**config.mk**
```make
export PLATFORM = sky130hd
export DESIGN_NAME = display_scheduler
export DESIGN_NICKNAME = d
export VERILOG_FILES = /design/src/rtl/display_scheduler_pkg.sv /design/src/rtl/display_scheduler_ms_tick_gen.sv /design/src/rtl/display_scheduler.sv
export SDC_FILE = /design/constraint.sdc
export NUM_CORES = 1
export LEC_CHECK = 0
export CORE_ASPECT_RATIO = 0.5
export CORE_UTILIZATION = 30
export DETAILED_ROUTE_END_ITERATION = 16
export PLACE_DENSITY = 0.45
export RECOVER_POWER = 100
export SYNTH_ARGS = -nofsm -noshare
export SYNTH_HDL_FRONTEND = slang
export SYNTH_SLANG_ARGS = --single-unit
export TNS_END_PERCENT = 50
```
**constraint.sdc**
```tcl
create_clock -name clk -period 2.4 [get_ports clk]
set_clock_uncertainty 0.05 [all_clocks]
set_input_delay 0.48 -clock clk [delete_from_list [all_inputs] [get_ports clk]]
set_output_delay 0.48 -clock clk [all_outputs]
set_load 0.1 [all_outputs]
```
**src/rtl/display_scheduler_pkg.sv**
```systemverilog
// Shared types and helpers for the display scheduler: state encoding,
// the "no source" code and the ascending/wrapping next-valid-source search.
package display_scheduler_pkg;

    typedef enum logic [1:0] {
        ST_IDLE  = 2'd0,
        ST_SHOW  = 2'd1,
        ST_ALERT = 2'd2
    } state_e;

    localparam logic [1:0] SRC_NONE = 2'd3;

    function automatic int unsigned ms_div(input int unsigned clk_hz);
        return clk_hz / 1000;
    endfunction

    function automatic logic [1:0] wrap_inc(input logic [1:0] idx);
        return (idx >= 2'd2) ? 2'd0 : idx + 2'd1;
    endfunction

    // Searches ptr+1, ptr+2, then ptr itself, so a lone valid source re-selects itself
    function automatic logic [1:0] next_idx(input logic [1:0] ptr, input logic [2:0] vld);
        logic [1:0] c1;
        logic [1:0] c2;
        logic [1:0] c3;
        c1 = wrap_inc(ptr);
        c2 = wrap_inc(c1);
        c3 = wrap_inc(c2);
        if (vld[c1]) return c1;
        if (vld[c2]) return c2;
        return c3;
    endfunction

endpackage

```
**src/rtl/display_scheduler_ms_tick_gen.sv**
```systemverilog
// Free-running millisecond strobe: one-clock pulse every CLK_HZ/1000 clocks.
module ms_tick_gen
    import display_scheduler_pkg::*;
#(
    parameter int unsigned CLK_HZ = 50_000_000
) (
    input  logic clk,
    input  logic rst_n,
    output logic ms_tick
);

    localparam int unsigned DIV = ms_div(CLK_HZ);

    logic [31:0] cnt_q, cnt_d;
    logic        tick_q, tick_d;

    always_comb begin
        tick_d = (cnt_q == 32'(DIV - 1));
        cnt_d  = tick_d ? 32'd0 : cnt_q + 32'd1;
    end

    always_ff @(posedge clk or negedge rst_n) begin
        if (!rst_n) begin
            cnt_q  <= 32'd0;
            tick_q <= 1'b0;
        end else begin
            cnt_q  <= cnt_d;
            tick_q <= tick_d;
        end
    end

    assign ms_tick = tick_q;

endmodule

```
**src/rtl/display_scheduler.sv**
```systemverilog
// Time-shares one 4-digit display between three sources with a fixed dwell;
// a rising alert request preempts the rotation and shows a blinking value.
module display_scheduler
    import display_scheduler_pkg::*;
#(
    parameter int unsigned CLK_HZ   = 50_000_000,
    parameter int unsigned DWELL_MS = 2000,
    parameter int unsigned ALERT_MS = 3000,
    parameter int unsigned BLINK_MS = 250
) (
    input  logic       clk,
    input  logic       rst_n,
    input  logic [7:0] src_val0,
    input  logic [7:0] src_val1,
    input  logic [7:0] src_val2,
    input  logic [2:0] src_vld,
    input  logic       alert_req,
    input  logic [7:0] alert_val,
    output logic       alert_ack,
    output logic [7:0] disp_val,
    output logic [1:0] disp_src,
    output logic       disp_blank,
    output logic       alert_busy
);

    localparam int unsigned TMR_MAX = (DWELL_MS > ALERT_MS) ? DWELL_MS : ALERT_MS;
    localparam int unsigned TW      = $clog2(TMR_MAX + 1);
    localparam int unsigned BW      = $clog2(BLINK_MS + 1);

    logic ms_tick;

    ms_tick_gen #(.CLK_HZ(CLK_HZ)) u_ms_tick_gen (
        .clk     (clk),
        .rst_n   (rst_n),
        .ms_tick (ms_tick)
    );

    state_e        state_q, state_d;
    logic [1:0]    ptr_q, ptr_d;
    logic [1:0]    resume_q, resume_d;
    logic [TW-1:0] tmr_q, tmr_d;
    logic [BW-1:0] blink_cnt_q, blink_cnt_d;
    logic          blink_ph_q, blink_ph_d;
    logic [7:0]    alert_val_q, alert_val_d;
    logic          req_prev_q, req_prev_d;
    logic          ack_q, ack_d;
    logic [7:0]    disp_val_q, disp_val_d;
    logic [1:0]    disp_src_q, disp_src_d;
    logic          blank_q, blank_d;
    logic          busy_q, busy_d;
    logic          accept;
    logic [7:0]    sel_val;

    always_comb begin
        case (ptr_q)
            2'd0:    sel_val = src_val0;
            2'd1:    sel_val = src_val1;
            default: sel_val = src_val2;
        endcase
    end

    // Next state: alert acceptance outranks source changes and dwell expiry
    always_comb begin
        state_d     = state_q;
        ptr_d       = ptr_q;
        resume_d    = resume_q;
        tmr_d       = tmr_q;
        blink_cnt_d = blink_cnt_q;
        blink_ph_d  = blink_ph_q;
        alert_val_d = alert_val_q;
        req_prev_d  = alert_req;
        accept      = alert_req && !req_prev_q;

        if (accept) begin
            state_d     = ST_ALERT;
            alert_val_d = alert_val;
            tmr_d       = '0;
            blink_cnt_d = '0;
            blink_ph_d  = 1'b0;
            resume_d    = next_idx(ptr_q, src_vld);
        end else begin
            case (state_q)
                ST_IDLE: begin
                    tmr_d = '0;
                    if (src_vld != 3'b000) begin
                        state_d = ST_SHOW;
                        ptr_d   = next_idx(2'd2, src_vld);
                    end
                end
                ST_SHOW: begin
                    if (src_vld == 3'b000) begin
                        state_d = ST_IDLE;
                        tmr_d   = '0;
                    end else if (!src_vld[ptr_q]) begin
                        ptr_d = next_idx(ptr_q, src_vld);
                        tmr_d = '0;
                    end else if (ms_tick) begin
                        if (tmr_q == TW'(DWELL_MS - 1)) begin
                            ptr_d = next_idx(ptr_q, src_vld);
                            tmr_d = '0;
                        end else begin
                            tmr_d = tmr_q + TW'(1);
                        end
                    end
                end
                ST_ALERT: begin
                    if (ms_tick) begin
                        if (tmr_q == TW'(ALERT_MS - 1)) begin
                            tmr_d = '0;
                            if (src_vld[resume_q]) begin
                                state_d = ST_SHOW;
                                ptr_d   = resume_q;
                            end else if (src_vld != 3'b000) begin
                                state_d = ST_SHOW;
                                ptr_d   = next_idx(resume_q, src_vld);
                            end else begin
                                state_d = ST_IDLE;
                            end
                        end else begin
                            tmr_d = tmr_q + TW'(1);
                            if (blink_cnt_q == BW'(BLINK_MS - 1)) begin
                                blink_cnt_d = '0;
                                blink_ph_d  = !blink_ph_q;
                            end else begin
                                blink_cnt_d = blink_cnt_q + BW'(1);
                            end
                        end
                    end
                end
                default: state_d = ST_IDLE;
            endcase
        end
    end

    // Registered outputs follow the current state one clock later
    always_comb begin
        ack_d      = accept;
        busy_d     = (state_q == ST_ALERT);
        disp_src_d = SRC_NONE;
        disp_val_d = 8'd0;
        blank_d    = 1'b1;
        case (state_q)
            ST_SHOW: begin
                disp_src_d = ptr_q;
                disp_val_d = sel_val;
                blank_d    = 1'b0;
            end
            ST_ALERT: begin
                disp_val_d = alert_val_q;
                blank_d    = blink_ph_q;
            end
            default: ;
        endcase
    end

    always_ff @(posedge clk or negedge rst_n) begin
        if (!rst_n) begin
            state_q     <= ST_IDLE;
            ptr_q       <= 2'd0;
            resume_q    <= 2'd0;
            tmr_q       <= '0;
            blink_cnt_q <= '0;
            blink_ph_q  <= 1'b0;
            alert_val_q <= 8'd0;
            req_prev_q  <= 1'b0;
            ack_q       <= 1'b0;
            disp_val_q  <= 8'd0;
            disp_src_q  <= SRC_NONE;
            blank_q     <= 1'b1;
            busy_q      <= 1'b0;
        end else begin
            state_q     <= state_d;
            ptr_q       <= ptr_d;
            resume_q    <= resume_d;
            tmr_q       <= tmr_d;
            blink_cnt_q <= blink_cnt_d;
            blink_ph_q  <= blink_ph_d;
            alert_val_q <= alert_val_d;
            req_prev_q  <= req_prev_d;
            ack_q       <= ack_d;
            disp_val_q  <= disp_val_d;
            disp_src_q  <= disp_src_d;
            blank_q     <= blank_d;
            busy_q      <= busy_d;
        end
    end

    assign alert_ack  = ack_q;
    assign disp_val   = disp_val_q;
    assign disp_src   = disp_src_q;
    assign disp_blank = blank_q;
    assign alert_busy = busy_q;

endmodule

```
==> Yosys cells after proc, flatten, opt, wreduce, memory -nomap -nowiden <==
Cells that the tools add are included.
{ "op_classes": {"add_sub_neg": 9, "multipliers": 0, "n_div": 0, "order_cmp": 12, "n_eq_ne": 20, "shifts": 0, "muxes": 126, "bitwise_logic": 1, "reduce_logical": 17} }
{ "ops": {"columns": ["cell", "count"], "rows": [
  ["two-way mux 12 bit", 7],
  ["two-way mux 2 bit", 37],
  ["two-way mux 1 bit", 64],
  ["two-way mux 8 bit", 5],
  ["case mux 12 bit (3 select lines)", 1],
  ["adder 32 x 1 -> 32 bit, second input constant", 1],
  ["== test 32 x 16 -> 1 bit, second input constant", 1],
  ["two-way mux 32 bit", 1],
  ["case mux 8 bit (2 select lines)", 2],
  ["< comparator 2 x 3 -> 1 bit, second input constant", 6],
  ["adder 12 x 1 -> 12 bit, second input constant", 1],
  ["adder 2 x 1 -> 2 bit, second input constant", 6],
  ["binary-select mux 1 bit (select 2 bit)", 6],
  ["== test 12 x 11 -> 1 bit, second input constant", 1],
  ["== test 12 bit, second input constant", 1],
  [">= comparator 2 bit, second input constant", 6],
  ["case mux 2 bit (3 select lines)", 2],
  ["inequality test 3 x 2 -> 1 bit, second input constant", 3],
  ["inequality test 3 bit, second input constant", 3],
  ["AND reduction 9 bit", 1],
  ["adder 8 x 1 -> 8 bit, second input constant", 1],
  ["== test 8 bit, second input constant", 1],
  ["AND reduction 4 bit", 2],
  ["inequality test 2 bit, second input constant", 3],
  ["other kinds (15)", 23]
]} }
{ "word_totals": {"reg_bits": 82, "latchBits": 0, "mem_bits_rw": 0, "romBits": 0, "inputBits": 38, "output_inout_bits": 13, "elab_cells": 200, "n_memories": 0} }

==> Depth between registers and ports, before layout <==
Gate-level depths: netlist of the first run.
{ "depth": {"ltp_word": 25, "depth_mapped": 8} }

==> By module <==
A second synthesis of the first run with hierarchy kept.
{ "unflattened": {"hier_cells": 462, "area_unflattened_um2": 4529.3} }
{ "modules_own_cells": {"columns": ["module", "n_inst", "cells_per_inst", "area_each_um2"], "rows": [
  ["display_scheduler", 1, 309, 2914.0],
  ["ms_tick_gen", 1, 153, 1615.3]
]} }

==> Least setup slack after synthesis of the first run <==
Ideal clock, no wire load.
{ "synth_path": {"path_type": "input port to flip-flop", "startpoint": "input port src_vld[0]", "endpoint": "register ptr_q[1]", "setup_time_ns": 0.128, "arrival_time_ns": 1.754, "required_ns": 2.222, "setup_slack_ns": 0.469, "cell_stages": 6, "n_path_buf": 1, "path_cell_list": "buf_2 -> nor3_1 -> nand2_1 -> a221oi_2 -> nor4_4 -> mux2_1"} }
{ "synth_between": {"elab_chain_len": 17, "word_cells_on_any_way": 82} }
{ "synth_rtl": {"columns": ["item", "line", "rtl"], "rows": [
  ["from (decl)", "display_scheduler.sv:16", "input logic [2:0] src_vld,"],
  ["binary-select mux 1 bit (select 2 bit)", "display_scheduler_pkg.sv:30", "if (vld[c2]) return c2;"],
  ["two-way mux 1 bit (implied by the code)", "display_scheduler_pkg.sv:30", null],
  ["two-way mux 1 bit (2 in a row)", "display_scheduler_pkg.sv:30", null],
  ["two-way mux 1 bit (on tied branches)", "display_scheduler.sv:113, display_scheduler.sv:98", null],
  ["two-way mux 1 bit (on tied branches)", "display_scheduler.sv:110, display_scheduler.sv:97", null],
  ["two-way mux 1 bit (on tied branches)", "display_scheduler.sv:108, display_scheduler.sv:94", null],
  ["two-way mux 1 bit (on tied branches)", "display_scheduler.sv:107, display_scheduler.sv:91", null],
  ["two-way mux 1 bit", "display_scheduler.sv:82", "case (state_q)"],
  ["two-way mux 1 bit", "display_scheduler.sv:74", "if (accept) begin"],
  ["two-way mux 2 bit", "display_scheduler_pkg.sv:31", "return c3;"],
  ["two-way mux 2 bit", "display_scheduler_pkg.sv:30", null],
  ["two-way mux 2 bit (on tied branches)", "display_scheduler.sv:113, display_scheduler.sv:98", null],
  ["two-way mux 2 bit (on tied branches)", "display_scheduler.sv:110, display_scheduler.sv:97", null],
  ["two-way mux 2 bit (on tied branches)", "display_scheduler.sv:108, display_scheduler.sv:94", null],
  ["two-way mux 2 bit (on tied branches)", "display_scheduler.sv:107, display_scheduler.sv:91", null],
  ["case mux 2 bit (3 select lines)", "display_scheduler.sv:82", null],
  ["to (signal assigned)", "display_scheduler.sv:173", "ptr_q <= ptr_d;"],
  ["to (decl)", "display_scheduler.sv:39", "logic [1:0] ptr_q, ptr_d;"]
]} }
Several ways; a longest one is shown, not always the timed one. The select of a mux whose other input is x is not followed.
A chain may end at the register's enable or synchronous reset.

==> Worst setup path in the final report of the first run <==
{ "layout_path": {"startpoint": "register tmr_q[0]", "endpoint": "register blink_cnt_q[6]"} }
{ "layout_between": {"elab_chain_len": 3} }
{ "layout_rtl": {"columns": ["item", "line", "rtl"], "rows": [
  ["from (decl)", "display_scheduler.sv:41", "logic [TW-1:0] tmr_q, tmr_d;"],
  ["from (signal assigned)", "display_scheduler.sv:175", "tmr_q <= tmr_d;"],
  ["== test 12 bit", "display_scheduler.sv:108", "if (tmr_q == TW'(ALERT_MS - 1)) begin"],
  ["inequality test 2 bit (no source line)", null, null],
  ["AND reduction 3 bit (no source line)", null, null],
  ["to (signal assigned)", "display_scheduler.sv:176", "blink_cnt_q <= blink_cnt_d;"],
  ["to (decl)", "display_scheduler.sv:42", "logic [BW-1:0] blink_cnt_q, blink_cnt_d;"]
]} }
Every way passes these cells.

==> results of run 1 <==
-- worst max-delay path: stages (launching register included) --
cell and delay, ns:
dfrtp_1 0.42, ha_1 0.27, and4_1 0.23, a31oi_1 0.37, buf_4 0.21, a21oi_2 0.07, clkbuf_1 0.15, nand2b_1 0.15
o22a_1 0.17
-- kinds of logic (layout without fill, tap and decap cells) --
| kind of cell | count (synthesis) | in the layout |
|---|---|---|
| and+or+nand+nor | 191 | 191 |
| DFF | 82 | 82 |
| AOI/OAI and AO/OA | 81 | 81 |
| buffers and inverters | 35 | 111 |
| xor gates and xnor gates | 31 | 31 |
| muxes | 14 | 14 |
| adders and majority gates | 8 | 8 |
-- power by group --
group / internal, mW / switching (mW)
Sequential: 1.55 / 0.0843
Clock: 0.867 / 0.583
Combinational: 0.691 / 1.48
-- state kept, by name (all words and copies together) (netlist names), 2 cells and up --
name and cells:
ptr_q 2, tmr_q 12, blink_cnt_q 8, state_q 2
disp_src 2, u_ms_tick_gen.cnt_q 32, resume_q 2, alert_val_q 8
disp_val 8
-- synth_stat cells (9+ instances only) --
library cell  instances  share of area
a22oi_1              11          0.019
and3_1                9          0.013
clkbuf_1              9         0.0078
dfrtp_1              79           0.46
inv_1                17          0.015
mux2i_1              12          0.028
nand2_1              61          0.053
nand2b_1              9          0.013
nand3_1              22          0.025
nand4_1              18          0.026
nor2_1               26          0.023
nor2b_1              11          0.016
o21ai_0              23          0.027
xnor2_1              21          0.043
xor2_1               10          0.020
-- cell type report --
type,instances,area [um^2]
Clock buffer,11,253
Clock inverter,5,61.3
Fill cell,1403,8450
Inverter,18,67.6
Multi-Input combinational cell,325,2080
Sequential cell,82,2060
Tap cell,192,240
Timing Repair Buffer,77,598
-- metal layers --
layer | vias to the layer above | share of wire | global-route usage
met5 | - | 0 | 0
li1 | 1720 | - | -
met4 | 0 | 0.010 | 0.0386
met2 | 27 | 0.45 | 0.247
met1 | 1668 | 0.51 | 0.213
met3 | 11 | 0.022 | 0.0354
-- worst max-delay path by stage --
stage	from	to	slack (ns)
after global routing	state_q[0]$_DFFE_PN0P_	tmr_q[10]$_DFFE_PN0P_	0.07
after global placement	src_vld[2]	ptr_q[1]$_DFFE_PN0P_	0.02
after CTS	state_q[0]$_DFFE_PN0P_	tmr_q[6]$_DFFE_PN0P_	0.28
after detailed placement	src_vld[2]	ptr_q[1]$_DFFE_PN0P_	0.007
after floorplan	src_vld[0]	ptr_q[1]$_DFFE_PN0P_	0.47
final	tmr_q[0]$_DFFE_PN0P_	blink_cnt_q[6]$_DFFE_PN0P_	0.20
==> results.toml, run 1 <==
[status]
status = "finished clean"

[clock_network]
cts_root_buf = "clkbuf_16"
clk_latency_ns = 0.34
cts.sinks = 82
cts-htree-levels = 3
postCtsSetupBuffers = 0
cts_resized = 0
cts_hold_buf = 0
numCtsBuffers = 9
max-clock-path-buffers = 2
cts_tree = "built"
cts.clk_slew.worst_paths_ns = 0.06

[critical_path]
r2r_slack_ns = 0.20
critical_path_peak_fanout = 5
criticalPathCategory = "reg -> reg"
cp.arrival_ns = 2.37
rr_endpoint = "blink_cnt_q[6]$_DFFE_PN0P_"
crit_path_end_kind = "register"
cp.required_ns = 2.57
rr_startpoint = "tmr_q[0]$_DFFE_PN0P_"
r2r_cells = 8
crit_path_start_kind = "register"

[synthesis]
syn-cell-area_um2 = 4330
ys_types = 56
synth_compound_area_frac = 0.135
synth-edff-count = 0
synth_nets = 488
async_flop_share = 1.00
synth_xor_area_frac = 0.0628
syn_inst = 442
synthFlopType = "dfrtp_1"
muxShareOfSynthArea = 0.0330
synth_top_family_by_area = "simple AND/OR/NAND/NOR gates"
ys_warn_count = 0
synth_adder_area_share = 0.0231
yosys.area_share.simple = 0.237
ys_ff_latch = 82
postSynthAreaPerCell_um2 = 9.79
yosysSeqAreaShare = 0.475

[worst_hold_path]
hp-class = "in -> async"

[finish]
antenna_cells = 0
final_cells = 710
nets = 559
drive_above_1_share = 0.112
area_growth_pct = 23.9
fin_area_um2 = 5360
layout.cells.most_common = "dfrtp_1"
mostFrequentLayoutCells = "79 x dfrtp_1, 61 x nand2_1, 34 x clkdlybuf4s50_1"
utilization = 0.388

[placed_design]
place_area_um2 = 5170
place_ws_ns = 0.00742
dp_hpwl_um = 7540
port_buffers = 50
gp_congestion = 0.741
dp.cells = 694

[floorplanning]
pin_count = 51
rows = 30
die_area_um2 = 14900
die_width_um = 172
die_y_um = 86.9
core_area_um2 = 13800
start_util = 0.313

[grt]
grt_usage = 0.155
grt_pass1_vias = 3328
antenna_found_initial = 0
grt_overflow = 0
grt_first_pass_wirelength_um = 17800
grt_max_degree = 39

[pwr]
vdd_ir_drop_max_v = 0.000364
p_per_area_nw_per_um2 = 981
fin_total_pwr_mw = 5.26
p_leak_nw = 2.24

[sta]
fmax_mhz = 454
tightest_slew_ns = 1.19
whs_ns = 0.252
hold_viol_final = 0
finalCriticalPeriod_ns = 2.20
layout_setup_ws_ns = 0.197
tns_ns = 0
drv_slew = 0
rsz0062_at_grt = "no"
setup_viol = 0
fin_crit_sh = 0.918
relSlewSlack = 0.208

[drt]
drtAntennaViolNets = 0
first_pass_iters = 4
drc = 0
dr_total_vias = 3426
drtIter0Drc = 130
avgRoutedWirePerCell_um = 14.9
post_drt_via_cell_ratio = 4.83
wirelength_um = 10500

[run]
max-cap-violations = 0
Note: power is estimated with default switching activity, not from simulation.
==> inputs of run 2 (changes only) <==
Settings changed: PLACE_DENSITY 0.45 to default, PLACE_DENSITY_LB_ADDON from default to 0.15.
==> run 2 against run 1 <==
First-iteration DRC count rose by 29%. Register-to-register slack better by 0.04 ns. Flip-flop and latch count unchanged. Cell area shrank 0.91%. Clock power shrank 14%. Die area unchanged. Via count fell by 1.1%. Final cell count is 1.1% lower. Fmax shrank 1.6%. Highest routed layer unchanged.
==> results.toml, run 2 (synthesized netlist as in run 1, its figures left out) <==
[critical_path]
critPathBufInv = 2
max_stage_delay_ns = 0.60
worstPathCellList = "dlygate4sd3_1 > mux2i_1 > o2bb2ai_1 > clkbuf_4 > a211oi_1 > a31o_2 > a21oi_1"
criticalPathCategory = "in -> reg"
crit_path_start_kind = "input port"
critical_path_peak_fanout = 5
cp.arrival_ns = 2.39
critical_path.top_delay_family = "compound AO/OA/AOI/OAI gates"
crit_path_end_kind = "register"
cp.required_ns = 2.55
slowest_stage = "dlygate4sd3_1"

[clock_network]
cts_hold_buf = 0
numCtsBuffers = 9
postCtsSetupBuffers = 0
cts.sinks = 82
cts_root_buf = "clkbuf_16"
max-clock-path-buffers = 2
clk_latency_ns = 0.33
cts_tree = "built"
cts.clk_slew.worst_paths_ns = 0.06
cts-htree-levels = 3

[drt]
avgRoutedWirePerCell_um = 14.7
post_drt_via_cell_ratio = 4.83
drtAntennaViolNets = 0
drtIter0Drc = 168
first_pass_iters = 5
drc = 0
wirelength_um = 10300
dr_total_vias = 3389

[status]
status = "finished clean"

[placed_design]
port_buffers = 50
dp_hpwl_um = 7360
place_area_um2 = 5150
gp_congestion = 0.755

[pwr]
p_int_mw = 2.96
swShare = 0.414
fin_total_pwr_mw = 5.06
pwr-share-clk = 0.245
combPwrFrac = 0.433
vdd_ir_drop_max_v = 0.000453
p_switching_mw = 2.09
p_per_area_nw_per_um2 = 952
p_seq_frac = 0.323
p_leak_nw = 2.20

[run]
max-cap-violations = 0

[finish]
largest_reg_flops = 32
layout.cells.most_common = "dfrtp_1"
area_growth_pct = 22.8
fin_area_um2 = 5310
top_regs = "u_ms_tick_gen.cnt_q (32), tmr_q (12)"
regMostFlops = "u_ms_tick_gen.cnt_q"
mostFrequentLayoutCells = "79 x dfrtp_1, 61 x nand2_1, 34 x clkdlybuf4s50_1"
antenna_cells = 0
fillers = 1421
drive_above_1_share = 0.0922
nets = 553

[floorplanning]
pin_count = 51
die_area_um2 = 14900
die_y_um = 86.9
start_util = 0.313
core_area_um2 = 13800
rows = 30
die_width_um = 172

[sta]
fmax_mhz = 447
drv_slew = 0
relSlewSlack = 0.0289
whs_ns = 0.425
rsz0062_at_grt = "no"
hold_viol_final = 0
fin_crit_sh = 0.933
setup_viol = 0
finalCriticalPeriod_ns = 2.24
tightest_slew_ns = 1.46

[grt]
grt_pass1_vias = 3392
grt_usage = 0.151
use_met1 = 0.201
grt_busiest_layer = "met2"
met2_usage = 0.250
grt_use_met3 = 0.0413
grt_overflow = 0
grt_first_pass_wirelength_um = 17500
grt_max_degree = 58
antenna_found_initial = 0

[worst_hold_path]
hp-class = "in -> async"
==> run 2: changes by cell type in the layout (fill, tap and decap cells not counted), sizes merged <==
cell	delta
clkinv	+2
bufinv	-1
clkbuf	-1
buf	-5
inv	-1
clkinvlp	-2
==> run 2: cell type report <==
type,count,area (um^2),area share
multi-input cells,325,2090,0.394
flip-flops and latches,82,2060,0.387
repair buffers,71,593,0.112
clock buffers,11,243,0.0457
well taps,192,240,0.0452
inverters,18,67.6,0.0127
clock inverters,3,17.5,0.00330
==> run 2: final timing paths <==
path / startpoint / end / slack, ns / cells after the start
max: src_vld[0] / tmr_q[11]$_DFFE_PN0P_ / 0.16 / 7
min: rst_n / u_ms_tick_gen.cnt_q[15]$_DFF_PN0_ / 0.43 / 1
max reg2reg: u_ms_tick_gen.cnt_q[0]$_DFF_PN0_ / u_ms_tick_gen.cnt_q[24]$_DFF_PN0_ / 0.24 / 6
min reg2reg: alert_val_q[4]$_DFFE_PN0P_ / alert_val_q[4]$_DFFE_PN0P_ / 0.43 / 2
max in group asynchronous: rst_n / disp_blank$_DFF_PN1_ / 0.85 / 2
min in group clk: alert_val_q[4]$_DFFE_PN0P_ / alert_val_q[4]$_DFFE_PN0P_ / 0.43 / 2
==> run 2: timing repair <==
item / 4_1_cts / 5_1_grt
endpoints found under the hold margin: 0 / 0
setup endpoints to repair: 0 / 3
resized for setup: 0 / 1
==> run 2: power groups by stage <==
stage                     clock network (mW)  logic [mW]  registers, mW
final                                   1.24        2.19           1.63
after global routing                    1.34        2.38           1.65
after CTS                               1.28        2.31           1.64
after floorplan                            0        1.01           2.25
after global placement                     0        2.31           1.66
after detailed placement                   0        2.30           1.66
==> run 2: per-stage QoR <==
step / util / TNS [ns] / cells / setup slack (ns)
2_1_floorplan: - / 0 / 442 / 0.469
3_3_place_gp: 0.373 / 0 / 688 / 0.0397
3_5_place_dp: 0.373 / -0.0126 / 688 / -0.0126
4_1_cts: 0.391 / 0 / 702 / 0.140
5_1_grt: 0.385 / 0 / 702 / 0.0470
6_report: 0.385 / 0 / 702 / 0.161
==> run 2: layer usage <==
metal | vias to the layer above | part of all wire | routed length [um]
li1 | 1703 | - | -
met1 | 1649 | 0.48 | 4970
met2 | 33 | 0.48 | 4950
met3 | 4 | 0.032 | 333
met4 | 0 | 0.0047 | 48
met5 | - | 0 | 0
